--- src/rtl/uart_rx_flow_fifo.sv ---
`default_nettype none
// ============================================================================
// Module   : uart_rx_flow_fifo
// Brief    : RX byte FIFO with registered output stage, RTS output gating and
//            hysteretic CTS generation. UART_FLOW_STATS_EN adds drop/peak stats.
// Revision : 1.0 - initial release
// ============================================================================
module uart_rx_flow_fifo #(
    parameter int DEPTH      = 16,
    parameter int HIGH_WATER = 12,
    parameter int LOW_WATER  = 4
) (
    input  logic                       clk,
    input  logic                       rst_n,
    input  logic [7:0]                 byte_in_data,
    input  logic                       byte_in_valid,
    output logic                       byte_in_ready,
    output logic [7:0]                 byte_out_data,
    output logic                       byte_out_valid,
    input  logic                       byte_out_ready,
    input  logic                       rts_n_in,
    output logic                       cts_n_out,
    output logic                       overflow,
    output logic [$clog2(DEPTH):0]     fill_level
`ifdef UART_FLOW_STATS_EN
    ,
    output logic [15:0]                drop_count,
    output logic [$clog2(DEPTH):0]     peak_level
`endif
);

    localparam int c_PW = $clog2(DEPTH);
    localparam int c_CW = c_PW + 1;

    typedef enum logic [0:0] {
        CTS_WITHHELD = 1'b0,
        CTS_GRANTED  = 1'b1
    } cts_state_t;

    logic [7:0]      r_mem [DEPTH];
    logic [c_PW-1:0] r_wr_ptr;
    logic [c_PW-1:0] r_rd_ptr;
    logic [c_PW-1:0] w_rd_ptr_nxt1;
    logic [c_CW-1:0] r_count;
    logic [c_CW-1:0] w_count_next;
    logic            r_out_valid;
    logic [7:0]      r_out_data;
    logic            r_overflow;
    logic            r_cts_n;
    logic            w_full;
    logic            w_pop;
    logic            w_push;
    logic            w_drop;
    logic            w_load;
    logic            w_stored_ok;
    logic [7:0]      w_stored_data;
    logic            w_have_next;
    logic [7:0]      w_next_data;
    cts_state_t      r_cts_state;
    cts_state_t      w_cts_state_next;

    always_comb begin
        w_full        = (r_count == c_CW'(DEPTH));
        w_pop         = r_out_valid & byte_out_ready;
        w_push        = byte_in_valid & (~w_full | w_pop);
        w_drop        = byte_in_valid & w_full & ~w_pop;
        w_count_next  = r_count + c_CW'(w_push) - c_CW'(w_pop);
        w_rd_ptr_nxt1 = r_rd_ptr + c_PW'(1);
        // The count includes the presented byte, so the next head sits one
        // slot past rd_ptr when the current one is being popped.
        w_load        = (~r_out_valid | w_pop) & ~rts_n_in;
        w_stored_ok   = r_out_valid ? (r_count > c_CW'(1)) : (r_count != '0);
        w_stored_data = r_out_valid ? r_mem[w_rd_ptr_nxt1] : r_mem[r_rd_ptr];
        w_have_next   = w_stored_ok | w_push;
        w_next_data   = w_stored_ok ? w_stored_data : byte_in_data;
    end

    always_ff @(posedge clk) begin
        if (w_push) begin
            r_mem[r_wr_ptr] <= byte_in_data;
        end
    end

    always_ff @(posedge clk) begin
        if (!rst_n) begin
            r_wr_ptr   <= '0;
            r_rd_ptr   <= '0;
            r_count    <= '0;
            r_overflow <= 1'b0;
        end else begin
            if (w_push) r_wr_ptr <= r_wr_ptr + c_PW'(1);
            if (w_pop)  r_rd_ptr <= w_rd_ptr_nxt1;
            if (w_drop) r_overflow <= 1'b1;
            r_count <= w_count_next;
        end
    end

    always_ff @(posedge clk) begin
        if (!rst_n) begin
            r_out_valid <= 1'b0;
            r_out_data  <= 8'h00;
        end else if (w_load) begin
            r_out_valid <= w_have_next;
            if (w_have_next) r_out_data <= w_next_data;
        end else if (w_pop) begin
            r_out_valid <= 1'b0;
        end
    end

    always_ff @(posedge clk) begin
        if (!rst_n) begin
            r_cts_state <= CTS_WITHHELD;
            r_cts_n     <= 1'b1;
        end else begin
            r_cts_state <= w_cts_state_next;
            r_cts_n     <= (r_cts_state == CTS_WITHHELD);
        end
    end

    always_comb begin
        w_cts_state_next = r_cts_state;
        case (r_cts_state)
            CTS_GRANTED:  if (w_count_next >= c_CW'(HIGH_WATER)) w_cts_state_next = CTS_WITHHELD;
            CTS_WITHHELD: if (w_count_next <= c_CW'(LOW_WATER))  w_cts_state_next = CTS_GRANTED;
            default:      w_cts_state_next = CTS_WITHHELD;
        endcase
    end

`ifdef UART_FLOW_STATS_EN
    logic [15:0]     r_drop_count;
    logic [c_CW-1:0] r_peak_level;

    always_ff @(posedge clk) begin
        if (!rst_n) begin
            r_drop_count <= 16'h0000;
            r_peak_level <= '0;
        end else begin
            if (w_drop && (r_drop_count != 16'hFFFF)) r_drop_count <= r_drop_count + 16'd1;
            if (w_count_next > r_peak_level) r_peak_level <= w_count_next;
        end
    end

    assign drop_count = r_drop_count;
    assign peak_level = r_peak_level;
`endif

    assign byte_in_ready  = 1'b1;
    assign byte_out_data  = r_out_data;
    assign byte_out_valid = r_out_valid;
    assign cts_n_out      = r_cts_n;
    assign overflow       = r_overflow;
    assign fill_level     = r_count;

endmodule
`default_nettype wire

--- config.mk ---
export PLATFORM = sky130hd
export DESIGN_NAME = uart_rx_flow_fifo
export DESIGN_NICKNAME = d
export VERILOG_FILES = /design/src/rtl/uart_rx_flow_fifo.sv
export SDC_FILE = /design/constraint.sdc
export NUM_CORES = 1
export LEC_CHECK = 0
export ABC_CLOCK_PERIOD_IN_PS = 4000
export BUFFER_PORTS_ARGS = -buffer_cell sky130_fd_sc_hd__buf_2
export CORE_ASPECT_RATIO = 1.1
export CORE_MARGIN = 3
export CORE_UTILIZATION = 60
export CTS_BUF_LIST = sky130_fd_sc_hd__clkbuf_16
export DETAILED_ROUTE_END_ITERATION = 16
export HOLD_SLACK_MARGIN = 0.1
export PLACE_DENSITY_LB_ADDON = 0.2
export SLEW_MARGIN = 20
export SYNTH_ARGS = -nofsm -noshare
export SYNTH_HDL_FRONTEND = slang
export SYNTH_SLANG_ARGS = --single-unit
export TNS_END_PERCENT = 1
--- constraint.sdc ---
create_clock -name clk -period 4 [get_ports clk]
set_input_delay 0.2 -clock clk [delete_from_list [all_inputs] [get_ports clk]]
set_output_delay 0.2 -clock clk [all_outputs]
set_load 0.1 [all_outputs]
Yosys cells after proc, flatten, opt, wreduce, memory -nomap -nowiden
Memory sizes are Yosys's and may differ from the RTL's. A register that Yosys moved wholly into a read port is not among the register bits.
Index checks and enable logic that the tools add are counted.
{"block": "word_totals", "reg_bits": 25, "latchBits": 0, "mem_bits_rw": 128, "rom_bits": 0, "out_inout_bits": 17, "n_memories": 1}
{"name": "r_mem", "depth": 16, "width": 8, "rd": 2, "rd_ports_with_merged_regs": 1, "wr": 1, "line": "40", "source": "logic [7:0] r_mem [DEPTH];"}
{"block": "classes", "n_addsub": 4, "n_mul": 0, "div": 0, "magnitude_cmp": 3, "n_eq_ne": 1, "shift": 0, "n_mux": 12, "bitwise_logic": 13, "n_reduce_logical": 3}
{"operator": "2-to-1 mux 8 bit", "count": 2}
{"operator": "adder 4 x 1 -> 4 bit, second input constant", "count": 2}
{"operator": "2-to-1 mux 4 bit", "count": 2}
{"operator": "2-to-1 mux 1 bit", "count": 7}
{"operator": "adder 5 x 1 -> 5 bit", "count": 1}
{"operator": "AND 1 bit", "count": 5}
{"operator": "equality test 5 bit, second input constant", "count": 1}
{"operator": ">= comparator 5 x 4 -> 1 bit, second input constant", "count": 1}
{"operator": "greater-than comparator 5 x 1 -> 1 bit, second input constant", "count": 1}
{"operator": "less-or-equal comparator 5 x 3 -> 1 bit, second input constant", "count": 1}
{"operator": "NOT 1 bit", "count": 5}
{"operator": "nonzero test 5 bit", "count": 1}
{"operator": "subtractor 5 x 1 -> 5 bit", "count": 1}
{"operator": "OR 1 bit", "count": 3}
{"operator": "case mux 1 bit (2 select lines)", "count": 1}
{"operator": "AND reduction 2 bit", "count": 1}
{"operator": "nonzero test 2 bit", "count": 1}

Depth between registers and ports, before layout
{"block": "depth", "ltp_word": 9, "ltp_mapped": 17}

Worst setup path before layout
No wires, ideal clock.
{"block": "synth_timing", "path_kind": "flip-flop to flip-flop", "startpoint": "register r_count[2] (netlist: fill_level[2])", "endpoint": "register r_count[4] (netlist: fill_level[4])", "arrival_time_ps": 3540, "required_time_ps": 3885, "slack_ps": 345, "path_stages_with_launch": 18, "path_buffers": 1, "synth_period_minus_slack_ps": 3655, "cell_sequence": "dfxtp_1 inv_1 ha_1 nor4bb_1 a21boi_1 clkbuf_1 inv_1 ha_1 inv_1 ha_1 inv_1 fa_1 nor2_1 nor2_1 nor2_1 nor2_1 xor2_1 and2_1"}
{"block": "synth_via", "elab_chain_cells": 6}
{"element": "start: declaration", "line": "44", "source": "logic [c_CW-1:0] r_count;"}
{"element": "start signal: assignment", "line": "94", "source": "r_count <= w_count_next;"}
{"element": "equality test 5 bit", "line": "63", "source": "w_full = (r_count == c_CW'(DEPTH));"}
{"element": "NOT 1 bit", "line": "65", "source": "w_push = byte_in_valid & (~w_full | w_pop);"}
{"element": "OR 1 bit", "line": "65"}
{"element": "AND 1 bit", "line": "65"}
{"element": "adder 5 x 1 -> 5 bit *", "line": "67", "source": "w_count_next = r_count + c_CW'(w_push) - c_CW'(w_pop);"}
{"element": "subtractor 5 x 1 -> 5 bit *", "line": "67"}
Mark *: on every way between the ends. The rest lies on a longest branch, timed or not.
A chain may end at the register's enable or synchronous reset.

Worst setup path in the final report
{"block": "layout_timing", "startpoint": "register r_count[2] (netlist: fill_level[2])", "endpoint": "register r_cts_state"}
{"block": "layout_via", "elab_chain_cells": 9}
{"element": "equality test 5 bit", "line": "63"}
{"element": "NOT 1 bit", "line": "65"}
{"element": "OR 1 bit", "line": "65"}
{"element": "AND 1 bit", "line": "65"}
{"element": "adder 5 x 1 -> 5 bit *", "line": "67"}
{"element": "subtractor 5 x 1 -> 5 bit *", "line": "67"}
{"element": "less-or-equal comparator 5 x 3 -> 1 bit or >= comparator 5 x 4 -> 1 bit (tied branches)", "line": "124, 123"}
{"element": "2-to-1 mux 1 bit, on equally long branches", "line": "124, 123"}
{"element": "case mux 1 bit (2 select lines) *", "line": "122", "source": "case (r_cts_state)"}
{"element": "end signal: assignment", "line": "115", "source": "r_cts_state <= w_cts_state_next;"}
{"element": "end: declaration", "line": "59", "source": "cts_state_t r_cts_state;"}
Marks and branches as above.

==> flow_summary.json <==
{
  "status": "finished clean",
  "synthFlopType": "edfxtp_1",
  "synth_top_cell_area_share_pct": 51.70,
  "critPathLaunch": "fill_level[2]$_SDFF_PN0_",
  "clock_skew_ns": 0.01056,
  "drtPass1Iterations": 5,
  "multi_input_area_um2": 2811,
  "p_per_area_nw_per_um2": 555.9,
  "critical_path_required_ns": 4.34,
  "r2r-start": "fill_level[2]$_SDFF_PN0_",
  "timing.hold.ws_ns": 0.1587,
  "grt_pass1_wl_um": 27820,
  "startpoint_type": "register",
  "stdcell_area_um2": 8280,
  "cts_sinks": 157,
  "path_max_fanout": 11,
  "r2r_slack_ns": 1.13,
  "cts_tree": "done",
  "avgRoutedWirePerCell_um": 23.86,
  "ys_seq_area_share_pct": 59.51,
  "finalHoldViolCount": 0,
  "syn_area_per_cell_um2": 13.11,
  "cts_max_level": 4,
  "seq_area_um2": 4425,
  "min_period_ns": 2.871,
  "overflow": 0,
  "cp_slowest_cell": "fa_1",
  "yosysWarnings": 0,
  "cts_root_buffer": "clkbuf_16",
  "core-area_um2": 12090,
  "routabilityCongestion": 0.8304,
  "reg2reg_to": "r_cts_state$_SDFF_PN0_",
  "crit_top_cell": "inv_1",
  "min-delay-start": "byte_out_ready",
  "clkTransAtPathRegs_ns": 0.06,
  "clk_path_buf_depth": 2,
  "final_util_pct": 68.51,
  "synth_largest_area_cell": "edfxtp_1",
  "drive_above_1_share_pct": 18.91,
  "setup-tns-final_ns": 0,
  "ys_ff_latch": 157,
  "rsz0062_at_grt": "no",
  "synth_edf_count": 128,
  "cp_slowest_stage_delay_ns": 0.39,
  "layout_common_cells": "edfxtp_1 (128), nand2_1 (104), nand3_1 (32), mux4_2 (32)",
  "num_rows": 42,
  "critPathBufInv": 5,
  "route.detailed.drc": 0,
  "relSlewSlack_pct": 23.45,
  "die_h_um": 122.7,
  "fmax_ghz": 0.3483,
  "post-dp-hpwl_um": 11420,
  "fin_crit_sh_pct": 71.77,
  "grt_max_degree": 28,
  "io_pins": 30,
  "drtIter0Drc": 566,
  "fillers": 878,
  "die_w_um": 112.1,
  "path_cells": "inv_1 -> ha_1 -> nor4bb_1 -> a21boi_1 -> buf_4 -> inv_1 -> ha_1 -> inv_1 -> ha_1 -> inv_1 -> fa_1 -> xnor2_1 -> o31ai_1 -> a211oi_1",
  "nets": 622,
  "vias": 5061,
  "grt_antenna_before_repair": 0,
  "yosysUniqueCellTypes": 50,
  "numCtsBuffers": 17,
  "diodes": 0,
  "dieArea_um2": 13760,
  "worst-slew-pin-transition_ns": 1.144,
  "portBuffers": 28,
  "hp-class": "input port to register",
  "initial_core_util_pct": 61.51,
  "reg2reg_depth": 14,
  "worstPathArrival_ns": 3.21,
  "synth_area_leaders": "edfxtp_1 (52%), mux4_2 (9.7%), dfxtp_1 (7.8%)",
  "async_reset_ff_share_pct": 0,
  "via_per_inst": 6.642,
  "clk_latency_ns": 0.43,
  "maxCapViolCount": 0,
  "slew_violations": 0,
  "track_usage_pct": 27.59,
  "report.final.setup_viol": 0,
  "grt_pass1_vias": 5204,
  "pre_cts_slack_ns": 1.126,
  "syn_nets": 594,
  "ir_worst_vdd_v": 0.0006213,
  "critical_path.top_delay_family": "adder cells",
  "leakage_nw": 2.775,
  "ant_nets": 0,
  "syn-cell-area_um2": 7435,
  "area_delta_synth_final_pct": 11.38,
  "end_kind": "register",
  "wl_um": 18180,
  "criticalPathCategory": "register to register",
  "hold_path_depth": 3,
  "syn_inst": 567,
  "placed_area_um2": 7745,
  "hold_end": "byte_out_valid$_SDFFE_PN0P_",
  "final_common_cell": "edfxtp_1",
  "final.setup.worst_slack_ns": 1.129
}
==> state kept, by name (all words and copies together), names as in the netlist, named ones only <==
register        flops
r_mem             128
byte_out_data       8
fill_level          5
r_rd_ptr            4
r_wr_ptr            4
byte_out_valid      1
cts_n_out           1
overflow            1
r_cts_state         1
==> layer usage <==
metal	global-route usage [%]	vias up	wire length, µm
met2	45.23	295	9026
li1	-	2211	-
met5	0	-	0
met3	7.939	64	1538
met4	14.73	0	682
met1	33.37	2491	6936
==> cell families (layout without fill, tap and decap cells) <==
| group | after synthesis | after routing | synth area share [%] |
|---|---|---|---|
| flip-flops | 157 | 157 | 59.51 |
| other | 1 | 1 | 0.05044 |
| XOR/XNOR | 12 | 12 | 1.767 |
| buffers and inverters | 48 | 89 | 2.895 |
| adder cells (fa/ha/maj) | 14 | 14 | 2.457 |
| AND/OR/NAND/NOR | 199 | 199 | 11.97 |
| multiplexers | 66 | 66 | 14.41 |
| AO/OA/AOI/OAI | 70 | 70 | 6.951 |
==> worst max path at each step <==
stage                                     endpoint  depth (start not counted)
after global routing        r_cts_state$_SDFF_PN0_                         14
final                       r_cts_state$_SDFF_PN0_                         14
after global placement    fill_level[4]$_SDFF_PN0_                         17
after floorplan           fill_level[4]$_SDFF_PN0_                         17
after detailed placement    r_cts_state$_SDFF_PN0_                         14
after CTS                   r_cts_state$_SDFF_PN0_                         14
==> timing repair <==
action	in CTS	in global routing
hold buffers	1	0
setup buffers	0	0
gates resized for setup	0	0
hold endpoints to repair	1	0
==> report_power, final <==
part	switching [mW]	internal [mW]
Sequential	0.0814	1.88
Clock	0.609	0.831
Combinational	0.858	0.346
==> through the flow <==
step	power, mW	instances
floorplan	2.914	567
detailed placement	3.185	729
finish	4.603	762
global placement	3.156	729
CTS	4.610	762
global route	4.786	762
==> tightest hold or removal path, cell delays in order <==
cell and delay [ns]:
buf_2 0.09, nor2b_1 0.06, o21a_1 0.18
==> synth_stat cells (9+ instances only) <==
master / instances
nand3_1: 32
mux2i_1: 26
nor3_1: 12
nor2b_1: 9
dfxtp_1: 29
mux4_2: 32
ha_1: 13
and2_1: 11
nor2_1: 21
inv_1: 12
edfxtp_1: 128
o21ai_0: 9
clkbuf_1: 21
a32oi_1: 15
a31oi_1: 9
nand2_1: 104
a21oi_1: 9
==> cell type report <==
type	count	share of cell area [%]
clock buffer	17	5.138
clock inverter	15	1.179
inverter	12	0.5440
multi-input combinational	362	33.95
sequential	157	53.45
tap	154	2.327
timing repair buffer	45	3.415
Power figures use the tool's default switching activity.
